`config.mk`:
```
export PLATFORM = sky130hd
export DESIGN_NAME = lbist_host_sequencer_flat
export DESIGN_NICKNAME = d
export VERILOG_FILES = /design/src/rtl/lbist_pkg.sv /design/src/rtl/lbist_host_sequencer_if.sv /design/src/rtl/lbist_run_timer.sv /design/src/rtl/lbist_host_sequencer.sv /design/src/flat_wrapper.sv
export SDC_FILE = /design/constraint.sdc
export NUM_CORES = 1
export LEC_CHECK = 0
export ABC_AREA = 1
export CAP_MARGIN = 30
export CORE_ASPECT_RATIO = 1.25
export CORE_MARGIN = 3
export CORE_UTILIZATION = 46
export CTS_CLUSTER_DIAMETER = 30
export CTS_CLUSTER_SIZE = 12
export DETAILED_ROUTE_END_ITERATION = 7
export GPL_TIMING_DRIVEN = 0
export PLACE_DENSITY = 0.71
export SYNTH_ARGS = -nofsm -noshare
export SYNTH_HDL_FRONTEND = slang
export SYNTH_SLANG_ARGS = --single-unit
```
`constraint.sdc`:
```
create_clock -name clk -period 1.97 [get_ports clk]
set_input_delay 0.4925 -clock clk [delete_from_list [all_inputs] [get_ports clk]]
set_output_delay 0.4925 -clock clk [all_outputs]
set_load 0.1 [all_outputs]
```
`src/rtl/lbist_pkg.sv`:
```
// Shared LBIST definitions: sequencer state codes, default timing constants
// and a helper that sizes the run timer.
package lbist_pkg;

  localparam int TIMEOUT_DEFAULT = 4096;
  localparam int GAP_DEFAULT     = 8;
  localparam int RUN_W_DEFAULT   = 8;

  localparam logic [2:0] ST_IDLE   = 3'd0;
  localparam logic [2:0] ST_START  = 3'd1;
  localparam logic [2:0] ST_WAIT   = 3'd2;
  localparam logic [2:0] ST_GAP    = 3'd3;
  localparam logic [2:0] ST_REPORT = 3'd4;

  // The timer only ever needs to reach max(timeout, gap) - 1.
  function automatic int timer_width(input int timeout, input int gap);
    int m;
    m = (timeout > gap) ? timeout : gap;
    return (m < 2) ? 1 : $clog2(m);
  endfunction

endpackage

```
`src/rtl/lbist_host_sequencer_if.sv`:
```
// Session control, LBIST handshake and statistics bundle of the host sequencer.
// The sequencer uses the master view, the system/LBIST environment the slave view.
interface lbist_host_sequencer_if
  import lbist_pkg::*;
#(
  parameter int RUN_W = RUN_W_DEFAULT
) ();

  logic             session_start;
  logic [RUN_W-1:0] num_runs;
  logic             abort;
  logic             test_done;
  logic             P_F;
  logic             test_start;
  logic             busy;
  logic             session_done;
  logic             session_pass;
  logic             aborted;
  logic [RUN_W-1:0] pass_cnt;
  logic [RUN_W-1:0] fail_cnt;
  logic [RUN_W-1:0] timeout_cnt;
  logic [RUN_W-1:0] first_fail_idx;

  modport master (
    input  session_start, num_runs, abort, test_done, P_F,
    output test_start, busy, session_done, session_pass, aborted,
           pass_cnt, fail_cnt, timeout_cnt, first_fail_idx
  );

  modport slave (
    output session_start, num_runs, abort, test_done, P_F,
    input  test_start, busy, session_done, session_pass, aborted,
           pass_cnt, fail_cnt, timeout_cnt, first_fail_idx
  );

endinterface

```
`src/rtl/lbist_run_timer.sv`:
```
// Clearable up-counter with a terminal-count flag; reused for the per-run
// timeout and for the inter-run gap.
module lbist_run_timer #(
  parameter int W = 12
) (
  input  logic         clk,
  input  logic         Rst,
  input  logic         clr_i,
  input  logic         en_i,
  input  logic [W-1:0] tc_value_i,
  output logic         tc_o
);

  logic [W-1:0] cnt_q, cnt_d;

  always_comb begin
    cnt_d = cnt_q;
    if (clr_i)     cnt_d = '0;
    else if (en_i) cnt_d = cnt_q + 1'b1;
  end

  always_ff @(posedge clk or posedge Rst) begin
    if (Rst) cnt_q <= '0;
    else     cnt_q <= cnt_d;
  end

  assign tc_o = (cnt_q == tc_value_i);

endmodule

```
`src/rtl/lbist_host_sequencer.sv`:
```
// LBIST initiator: runs a session of back-to-back self-tests with per-run
// timeout and inter-run gap, and reports pass/fail/timeout statistics.
module lbist_host_sequencer
  import lbist_pkg::*;
#(
  parameter int TIMEOUT_CYCLES = TIMEOUT_DEFAULT,
  parameter int GAP_CYCLES     = GAP_DEFAULT,
  parameter int RUN_W          = RUN_W_DEFAULT
) (
  input logic                   clk,
  input logic                   Rst,
  lbist_host_sequencer_if.master bus
);

  localparam int TW = timer_width(TIMEOUT_CYCLES, GAP_CYCLES);
  localparam logic [TW-1:0] TO_TC  = TW'(TIMEOUT_CYCLES - 1);
  localparam logic [TW-1:0] GAP_TC = TW'((GAP_CYCLES > 0) ? GAP_CYCLES - 1 : 0);

  logic [2:0]       state_q, state_d;
  logic [RUN_W-1:0] runs_q, runs_d;
  logic [RUN_W-1:0] run_idx_q, run_idx_d;
  logic [RUN_W-1:0] pass_q, pass_d;
  logic [RUN_W-1:0] fail_q, fail_d;
  logic [RUN_W-1:0] tmo_q, tmo_d;
  logic [RUN_W-1:0] ffi_q, ffi_d;
  logic             aborted_q, aborted_d;
  logic             spass_q, spass_d;
  logic             done_q;

  logic tmr_tc, done_ev, timeout_ev;

  function automatic logic [RUN_W-1:0] sat_inc(input logic [RUN_W-1:0] v);
    return (v == '1) ? v : v + 1'b1;
  endfunction

  // Any state change restarts the timer, so WAIT and GAP each count from zero.
  lbist_run_timer #(.W(TW)) u_timer (
    .clk        (clk),
    .Rst        (Rst),
    .clr_i      (state_d != state_q),
    .en_i       ((state_q == ST_WAIT) || (state_q == ST_GAP)),
    .tc_value_i ((state_q == ST_GAP) ? GAP_TC : TO_TC),
    .tc_o       (tmr_tc)
  );

  assign done_ev    = (state_q == ST_WAIT) && bus.test_done && !done_q;
  assign timeout_ev = (state_q == ST_WAIT) && tmr_tc && !done_ev;

  always_comb begin
    state_d   = state_q;
    runs_d    = runs_q;
    run_idx_d = run_idx_q;
    pass_d    = pass_q;
    fail_d    = fail_q;
    tmo_d     = tmo_q;
    ffi_d     = ffi_q;
    aborted_d = aborted_q;
    spass_d   = spass_q;
    case (state_q)
      ST_IDLE: begin
        if (bus.session_start) begin
          runs_d    = (bus.num_runs == '0) ? RUN_W'(1) : bus.num_runs;
          run_idx_d = '0;
          pass_d    = '0;
          fail_d    = '0;
          tmo_d     = '0;
          ffi_d     = '1;
          aborted_d = 1'b0;
          spass_d   = 1'b0;
          state_d   = ST_START;
        end
      end
      ST_START: begin
        if (bus.abort) begin
          aborted_d = 1'b1;
          state_d   = ST_REPORT;
        end else begin
          state_d = ST_WAIT;
        end
      end
      ST_WAIT: begin
        // A done edge wins over a coincident timeout, and even over an abort.
        if (done_ev) begin
          if (bus.P_F) begin
            pass_d = sat_inc(pass_q);
          end else begin
            fail_d = sat_inc(fail_q);
            if (ffi_q == '1) ffi_d = run_idx_q;
          end
        end else if (timeout_ev && !bus.abort) begin
          tmo_d = sat_inc(tmo_q);
          if (ffi_q == '1) ffi_d = run_idx_q;
        end
        if (bus.abort) begin
          aborted_d = 1'b1;
          state_d   = ST_REPORT;
        end else if (done_ev || timeout_ev) begin
          if (run_idx_q == runs_q - 1'b1) begin
            state_d = ST_REPORT;
          end else begin
            run_idx_d = run_idx_q + 1'b1;
            state_d   = (GAP_CYCLES == 0) ? ST_START : ST_GAP;
          end
        end
      end
      ST_GAP: begin
        if (bus.abort) begin
          aborted_d = 1'b1;
          state_d   = ST_REPORT;
        end else if (tmr_tc) begin
          state_d = ST_START;
        end
      end
      ST_REPORT: state_d = ST_IDLE;
      default:   state_d = ST_IDLE;
    endcase
    // Verdict is settled on entry to REPORT so it is valid alongside session_done.
    if ((state_d == ST_REPORT) && (state_q != ST_REPORT))
      spass_d = (fail_d == '0) && (tmo_d == '0) && !aborted_d;
  end

  always_ff @(posedge clk or posedge Rst) begin
    if (Rst) begin
      state_q   <= ST_IDLE;
      runs_q    <= '0;
      run_idx_q <= '0;
      pass_q    <= '0;
      fail_q    <= '0;
      tmo_q     <= '0;
      ffi_q     <= '1;
      aborted_q <= 1'b0;
      spass_q   <= 1'b0;
      done_q    <= 1'b0;
    end else begin
      state_q   <= state_d;
      runs_q    <= runs_d;
      run_idx_q <= run_idx_d;
      pass_q    <= pass_d;
      fail_q    <= fail_d;
      tmo_q     <= tmo_d;
      ffi_q     <= ffi_d;
      aborted_q <= aborted_d;
      spass_q   <= spass_d;
      done_q    <= bus.test_done;
    end
  end

  assign bus.test_start     = (state_q == ST_START);
  assign bus.busy           = (state_q != ST_IDLE);
  assign bus.session_done   = (state_q == ST_REPORT);
  assign bus.session_pass   = spass_q;
  assign bus.aborted        = aborted_q;
  assign bus.pass_cnt       = pass_q;
  assign bus.fail_cnt       = fail_q;
  assign bus.timeout_cnt    = tmo_q;
  assign bus.first_fail_idx = ffi_q;

endmodule

```
`src/flat_wrapper.sv`:
```
// flat-port wrapper written by rule: the top's interface ports become plain ports
module lbist_host_sequencer_flat import lbist_pkg::*;
#(
  parameter int TIMEOUT_CYCLES = TIMEOUT_DEFAULT,
  parameter int GAP_CYCLES     = GAP_DEFAULT,
  parameter int RUN_W          = RUN_W_DEFAULT
)
  (clk, Rst, bus_session_start, bus_num_runs, bus_abort, bus_test_done, bus_P_F, bus_test_start, bus_busy, bus_session_done, bus_session_pass, bus_aborted, bus_pass_cnt, bus_fail_cnt, bus_timeout_cnt, bus_first_fail_idx);
  lbist_host_sequencer_if #(.RUN_W(RUN_W)) bus_i ();
  input logic clk;
  input logic Rst;
  input wire logic [$bits(bus_i.session_start)-1:0] bus_session_start;
  input wire logic [$bits(bus_i.num_runs)-1:0] bus_num_runs;
  input wire logic [$bits(bus_i.abort)-1:0] bus_abort;
  input wire logic [$bits(bus_i.test_done)-1:0] bus_test_done;
  input wire logic [$bits(bus_i.P_F)-1:0] bus_P_F;
  output wire logic [$bits(bus_i.test_start)-1:0] bus_test_start;
  output wire logic [$bits(bus_i.busy)-1:0] bus_busy;
  output wire logic [$bits(bus_i.session_done)-1:0] bus_session_done;
  output wire logic [$bits(bus_i.session_pass)-1:0] bus_session_pass;
  output wire logic [$bits(bus_i.aborted)-1:0] bus_aborted;
  output wire logic [$bits(bus_i.pass_cnt)-1:0] bus_pass_cnt;
  output wire logic [$bits(bus_i.fail_cnt)-1:0] bus_fail_cnt;
  output wire logic [$bits(bus_i.timeout_cnt)-1:0] bus_timeout_cnt;
  output wire logic [$bits(bus_i.first_fail_idx)-1:0] bus_first_fail_idx;
  assign bus_i.session_start = bus_session_start;
  assign bus_i.num_runs = bus_num_runs;
  assign bus_i.abort = bus_abort;
  assign bus_i.test_done = bus_test_done;
  assign bus_i.P_F = bus_P_F;
  assign bus_test_start = bus_i.test_start;
  assign bus_busy = bus_i.busy;
  assign bus_session_done = bus_i.session_done;
  assign bus_session_pass = bus_i.session_pass;
  assign bus_aborted = bus_i.aborted;
  assign bus_pass_cnt = bus_i.pass_cnt;
  assign bus_fail_cnt = bus_i.fail_cnt;
  assign bus_timeout_cnt = bus_i.timeout_cnt;
  assign bus_first_fail_idx = bus_i.first_fail_idx;
  lbist_host_sequencer #(.TIMEOUT_CYCLES(TIMEOUT_CYCLES), .GAP_CYCLES(GAP_CYCLES), .RUN_W(RUN_W)) u_core (.clk(clk), .Rst(Rst), .bus(bus_i));
endmodule
```
# ---- Word-level counts from Yosys, hierarchy flattened
# Index checks and enable logic that the tools add are counted.
dict set report word_totals {
  out_inout_bits 37
  register_bits 66
  wordCells 111
  input_bits 14
}
dict set report classes {
  mux 43
  n_reduce_logical 29
  addsub 6
  eq_ne 22
}
# operator count
set op_table {}
lappend op_table {{two-way mux 8 bit} 21}
lappend op_table {{one-hot mux 8 bit (2 select lines)} 5}
lappend op_table {{two-way mux 12 bit} 3}
lappend op_table {{adder 8 x 1 -> 8 bit, second input constant} 4}
lappend op_table {{equality test 8 bit, second input constant} 4}
lappend op_table {{zero test 8 bit} 3}
lappend op_table {{two-way mux 3 bit} 7}
lappend op_table {{adder 12 x 1 -> 12 bit, second input constant} 1}
lappend op_table {{equality test 12 bit} 1}
lappend op_table {{!= test 2 bit, second input constant} 6}
lappend op_table {{one-hot mux 3 bit (4 select lines)} 1}
lappend op_table {{AND reduction 5 bit} 2}
lappend op_table {{equality test 8 bit} 1}
lappend op_table {{logical AND 1 bit} 8}
lappend op_table {{nonzero test 2 bit} 4}
lappend op_table {{subtractor 8 x 1 -> 8 bit, second input constant} 1}
lappend op_table {{equality test 3 x 2 -> 1 bit, second input constant} 2}
lappend op_table {{equality test 3 bit, second input constant} 2}
lappend op_table {{!= test 3 bit, second input constant} 2}
lappend op_table {{two-way mux 1 bit} 5}
lappend op_table {{zero test 1 bit} 4}
lappend op_table {{AND reduction 2 bit} 2}
lappend op_table {{AND reduction 4 bit} 1}
lappend op_table {{equality test 3 x 1 -> 1 bit, second input constant} 1}
lappend op_table {{8 further kinds} 9}

# ---- Depth between registers and ports, before layout
dict set report logic_depth {
  word_depth 13
  depth_mapped 17
  ltp_nobuf 17
}

# ---- Hierarchy
# Synthesis repeated with hierarchy kept, for this count alone.
dict set report hier_totals {
  hier_cells 612
  hier_area_um2 4361.7
}
# mod n_inst area_each_um2 cells_each seq_area_each_um2
set by_module_without_submodules {}
lappend by_module_without_submodules {lbist_host_sequencer 1 3524.6 497 1361.3}
lappend by_module_without_submodules {lbist_run_timer 1 837.1 115 300.3}

# ---- Worst setup path before layout
# No wires, ideal clock.
dict set report synth_path {
  kind {register to register}
  start {register u_core.state_q[2]}
  end {register u_core.u_timer.cnt_q[3]}
  arrival_ns 2.607
  t_required_ns 1.901
  period_less_slack_ns 2.675
  setup_slack_ns -0.705
  path_stages_with_launch 11
  setup_ns 0.069
  n_path_buf 1
  path_cell_list {dfrtp_1 inv_2 nand2_1 nor2_1 inv_1 nor2_1 inv_1 nand4_1 nand3_2 buf_6 nor2_2}
}
dict set report synth_via {
  word_cells_on_any_way 22
  cone_classes {5 x eq/ne; 8 x mux; 9 x reduce/logical}
}
# element line
set synth_lines {}
lappend synth_lines {{start: declaration} lbist_host_sequencer.sv:19} ;# logic [2:0] state_q, state_d;
lappend synth_lines {{start signal: assignment} lbist_host_sequencer.sv:135} ;# state_q <= state_d;
lappend synth_lines {{equality test 3 x 1 -> 1 bit (*)} n/a}
lappend synth_lines {{via bus_test_start} flat_wrapper.sv:17} ;# output wire logic [$bits(bus_i.test_start)-1:0] bus_test_start;
lappend synth_lines {{one-hot mux 3 bit (4 select lines) (*)} lbist_host_sequencer.sv:59} ;# case (state_q)
lappend synth_lines {{!= test 3 bit (*)} lbist_host_sequencer.sv:40} ;# .clr_i (state_d != state_q),
lappend synth_lines {{two-way mux 12 bit or nonzero test 2 bit (tied branches)} n/a}
lappend synth_lines {{end signal: assignment} lbist_run_timer.sv:24} ;# else cnt_q <= cnt_d;
lappend synth_lines {{end: declaration} lbist_run_timer.sv:14} ;# logic [W-1:0] cnt_q, cnt_d;
# Mark *: on every way through the listed nets, which the timed path passes. The rest lies on a longest branch.
# A chain may end at the register's enable or synchronous reset.

# ---- Worst setup path in the final report
dict set report layout_path {
  start {register u_core.runs_q[0]}
  end {register u_core.u_timer.cnt_q[6]}
}
dict set report layout_via {
  elab_chain_len 8
  word_cells_on_any_way 9
  cone_classes {1 x add/sub; 2 x eq/ne; 5 x mux; 1 x reduce/logical}
}
# element line
set layout_lines {}
lappend layout_lines {{start: declaration} lbist_host_sequencer.sv:20} ;# logic [RUN_W-1:0] runs_q, runs_d;
lappend layout_lines {{start signal: assignment} lbist_host_sequencer.sv:136} ;# runs_q <= runs_d;
lappend layout_lines {{subtractor 8 x 1 -> 8 bit (*)} lbist_host_sequencer.sv:98} ;# if (run_idx_q == runs_q - 1'b1) begin
lappend layout_lines {{equality test 8 bit (*)} lbist_host_sequencer.sv:98}
lappend layout_lines {{two-way mux 3 bit (*)} lbist_host_sequencer.sv:98}
lappend layout_lines {{two-way mux 3 bit (*)} lbist_host_sequencer.sv:97} ;# end else if (done_ev || timeout_ev) begin
lappend layout_lines {{two-way mux 3 bit (*)} lbist_host_sequencer.sv:94} ;# if (bus.abort) begin
lappend layout_lines {{one-hot mux 3 bit (4 select lines) (*)} lbist_host_sequencer.sv:59}
lappend layout_lines {{via u_core.state_d[0]} lbist_host_sequencer.sv:19}
lappend layout_lines {{!= test 3 bit (*)} lbist_host_sequencer.sv:40}
lappend layout_lines {{two-way mux 12 bit or nonzero test 2 bit (tied branches)} n/a}
# Marked as above.

==> metrics.txt <==
pin count of the biggest net entering global routing=38; placer congestion estimate=0.827; number of cell rows=38; number of hold violations in the final report=0; Tmin final=~2100 ps; antenna violations before repair=0; peak fanout along the critical path=5; NumNets Final=between 600 and 700; count of input and output buffers=50; detailed-route via count=~4000; final worst clock skew=roughly 15 ps; via-per-instance ratio=between 5 and 6; Top FF cell, synth=sky130_fd_sc_hd__dfrtp_1; cell chain of the critical path=inv_2 -> ha_4 -> nand2_1 -> nand4_1 -> nor2_1 -> nand3_1 -> nor2_1 -> nand2_1 -> o21ai_2 -> nand3_2 -> nand2_4 -> nand3_4 -> clkbuf_16 -> nor2_2; initial cell density of the core=47.6%; achievable clock frequency=about 480 MHz; post-layout worst setup margin=-120 ps; worst hold path class=primary input to register; Setup crit start kind=register; Worst Hold Margin=around 450 ps; P_leak=2.73 nW; Clock Path Buffers=2; leading cell type in the layout, fill and taps excluded=sky130_fd_sc_hd__nand2_1; clock-pin transition on the worst setup and hold timing paths=70 ps; final non-filler cell area=5750 sq um; vias in the first global route=between 4000 and 5000; total number of H-tree levels=3; fraction of the yosys area taken by sequential cells=39.9%; Warnings, synthesis=0; number of detailed-route iterations in the first pass=4; count of pins on the block boundary=51; post-route fraction of the period consumed by the critical path=106%; setup slack on the worst flop-to-flop path=-120 ps; Inserted Diodes=0; die area=between 10000 and 15000 sq um; largest incremental delay on the critical path=around 390 ps; count of cell types in the netlist=between 40 and 50; slowest cell on the critical path=sky130_fd_sc_hd__dfrtp_1; data arrival time of the critical path=2380 ps; overall global routing resource usage=approximately 22%; Crit path required time=~2300 ps; max-slew violation total from the final report=0; number of storage elements in the synthesis netlist=66; post-route non-filler standard cell count=approximately 790; post-placement setup slack=-744 ps; average wire per cell in the routed design=around 14 microns; x dimension of the die=91.1 microns; drt drc=0; worst slew pin tran=833 ps; worst skew pair latency=approximately 360 ps; clock buffers created by TritonCTS=9; total placed cells including tap cells=about 730; violations in the final reports=negative setup slack; pwr/cell area=roughly 1200 nW/um^2; count of final setup violators=22; Cells after Synth=563; placed cell area=about 4900 sq um; max-cap violations=0; Root Driver=sky130_fd_sc_hd__clkbuf_8; DRC marker count from the first detailed-route iteration=between 150 and 200; Async SR Flop Fraction=100%; placeable core area=8750 sq um; detailed placement HPWL=7.30 mm; combined area of all synthesized cells=4160 sq um; overflow left after global routing=0; fraction of final layout cells sized beyond drive strength 1=34.0%; Filler Cells Inserted=~750; delay-heaviest family, CP=simple AND/OR/NAND/NOR gates; relative slew slack=44.3%; vertical die dimension=~110 microns; number of enable flip-flop cells after synthesis=0; global-route wire length before repair=~18 mm; peak supply drop=0.000669 V; sort of element at the end of the critical path=register; Final ANT Viol Nets=0; Critical path buffers and inverters=2; Power Total=just under 7 mW; number of sinks driven by the clock tree=between 60 and 70; Avg Cell Area, Syn=between 7 and 8 sq um; synthesized netlist net count=about 600; classification of the worst setup path=register to register; relative area change from synthesis to final layout=38.2%; run status=complete, but fails checks; CTS tree=built; unrepaired setup endpoints after global routing=yes; final wirelength=around 11 mm; highest-count cells in the layout ignoring fill and taps=sky130_fd_sc_hd__nand2_1, sky130_fd_sc_hd__inv_1, sky130_fd_sc_hd__nor2_1
==> state kept, by name, summed over array words and instances, names as in the netlist <==
signal and cells:
u_core.state_q 3, u_core.bus.timeout_cnt 8, u_core.bus.first_fail_idx 8, u_core.done_q 1
u_core.bus.fail_cnt 8, u_core.u_timer.cnt_q 12, u_core.runs_q 8, u_core.bus.pass_cnt 8
u_core.bus.aborted 1, u_core.run_idx_q 8, u_core.bus.session_pass 1
==> cell usage after synthesis (3+ instances only) <==
library cell / count / share of area, %
sky130_fd_sc_hd__nand3_2: 3 / 0.72
sky130_fd_sc_hd__buf_6: 3 / 0.81
sky130_fd_sc_hd__nor3_1: 7 / 0.84
sky130_fd_sc_hd__nor2_2: 12 / 1.8
sky130_fd_sc_hd__a21oi_1: 7 / 0.84
sky130_fd_sc_hd__nand4_1: 15 / 2.3
sky130_fd_sc_hd__o21ai_0: 19 / 2.3
sky130_fd_sc_hd__nand3_1: 49 / 5.9
sky130_fd_sc_hd__xnor2_1: 3 / 0.63
sky130_fd_sc_hd__o21ai_1: 7 / 0.84
sky130_fd_sc_hd__nand2_1: 153 / 14
sky130_fd_sc_hd__dfrtp_1: 58 / 35
sky130_fd_sc_hd__nand2_4: 3 / 0.81
sky130_fd_sc_hd__buf_2: 3 / 0.36
sky130_fd_sc_hd__inv_2: 8 / 0.72
sky130_fd_sc_hd__ha_1: 6 / 1.8
sky130_fd_sc_hd__nor2_8: 3 / 1.4
sky130_fd_sc_hd__clkbuf_1: 4 / 0.36
sky130_fd_sc_hd__inv_1: 66 / 5.9
sky130_fd_sc_hd__xor2_1: 25 / 5.3
sky130_fd_sc_hd__a211oi_1: 3 / 0.54
sky130_fd_sc_hd__nand2_2: 8 / 1.2
sky130_fd_sc_hd__clkinv_1: 3 / 0.27
sky130_fd_sc_hd__nor2_1: 63 / 5.7
sky130_fd_sc_hd__dfstp_2: 8 / 5.0
==> worst paths after layout <==
kind | startpoint | endpoint | depth (start not counted)
max | u_core.runs_q[0]$_DFFE_PP0P_ | u_core.u_timer.cnt_q[6]$_DFFE_PP0P_ | 14
min | bus_test_done | u_core.done_q$_DFF_PP0_ | 1
max reg2reg | u_core.runs_q[0]$_DFFE_PP0P_ | u_core.u_timer.cnt_q[6]$_DFFE_PP0P_ | 14
min reg2reg | u_core.bus.first_fail_idx[1]$_DFFE_PP1P_ | u_core.bus.first_fail_idx[1]$_DFFE_PP1P_ | 2
max in group asynchronous | Rst | u_core.bus.first_fail_idx[7]$_DFFE_PP1P_ | 3
min in group asynchronous | Rst | u_core.bus.pass_cnt[1]$_DFFE_PP0P_ | 2
==> timing repair <==
item                                    CTS  global route
resized for setup                       185            42
endpoints found under the setup margin   69            40
gates cloned                              1             1
pin swaps                                25            27
hold buffers                              0             0
buffers inserted                         28            13
==> cell families (layout without fill, tap and decap cells) <==
| family | after synthesis | after routing | synth area share, % |
|---|---|---|---|
| simple gates | 327 | 327 | 36.6 |
| fa+ha+maj | 6 | 6 | 1.80 |
| buf+inv | 88 | 198 | 8.59 |
| compound gates | 47 | 47 | 6.97 |
| xor+xnor | 28 | 28 | 5.89 |
| mux | 1 | 1 | 0.240 |
| flops | 66 | 66 | 39.9 |
==> metal layers <==
metal	up-vias	track usage [%]	routed length [microns]
met5	-	0	0
met4	0	11.1	312
met3	27	3.89	431
met2	88	39.3	5670
met1	1908	26.1	4460
li1	2006	-	-
==> stage by stage <==
step           setup TNS, ps  util [%]
2_1_floorplan              0         -
3_3_place_gp          -25680      56.3
3_5_place_dp          -18530      56.5
4_1_cts                -2310      63.3
5_1_grt                -6120      65.8
6_report               -1590      65.8
==> cell type report <==
class	instances	area (sq um)	share of cell area, %
buffer	11	98.8	1.72
clock buffer	11	141	2.46
clock inverter	5	55.1	0.957
inverter	77	304	5.28
multi-input combinational	409	2440	42.5
sequential	66	1710	29.7
tap	120	150	2.61
timing repair buffer	94	852	14.8
==> report_power, final <==
group / total (mW) / switching (mW) / internal, mW
combinational: 3.80 / 2.56 / 1.24
clock: 1.18 / 0.568 / 0.615
sequential: 1.89 / 0.230 / 1.66
total: 6.87 / 3.36 / 3.51
No activity file was read; power rests on OpenSTA's default activity.
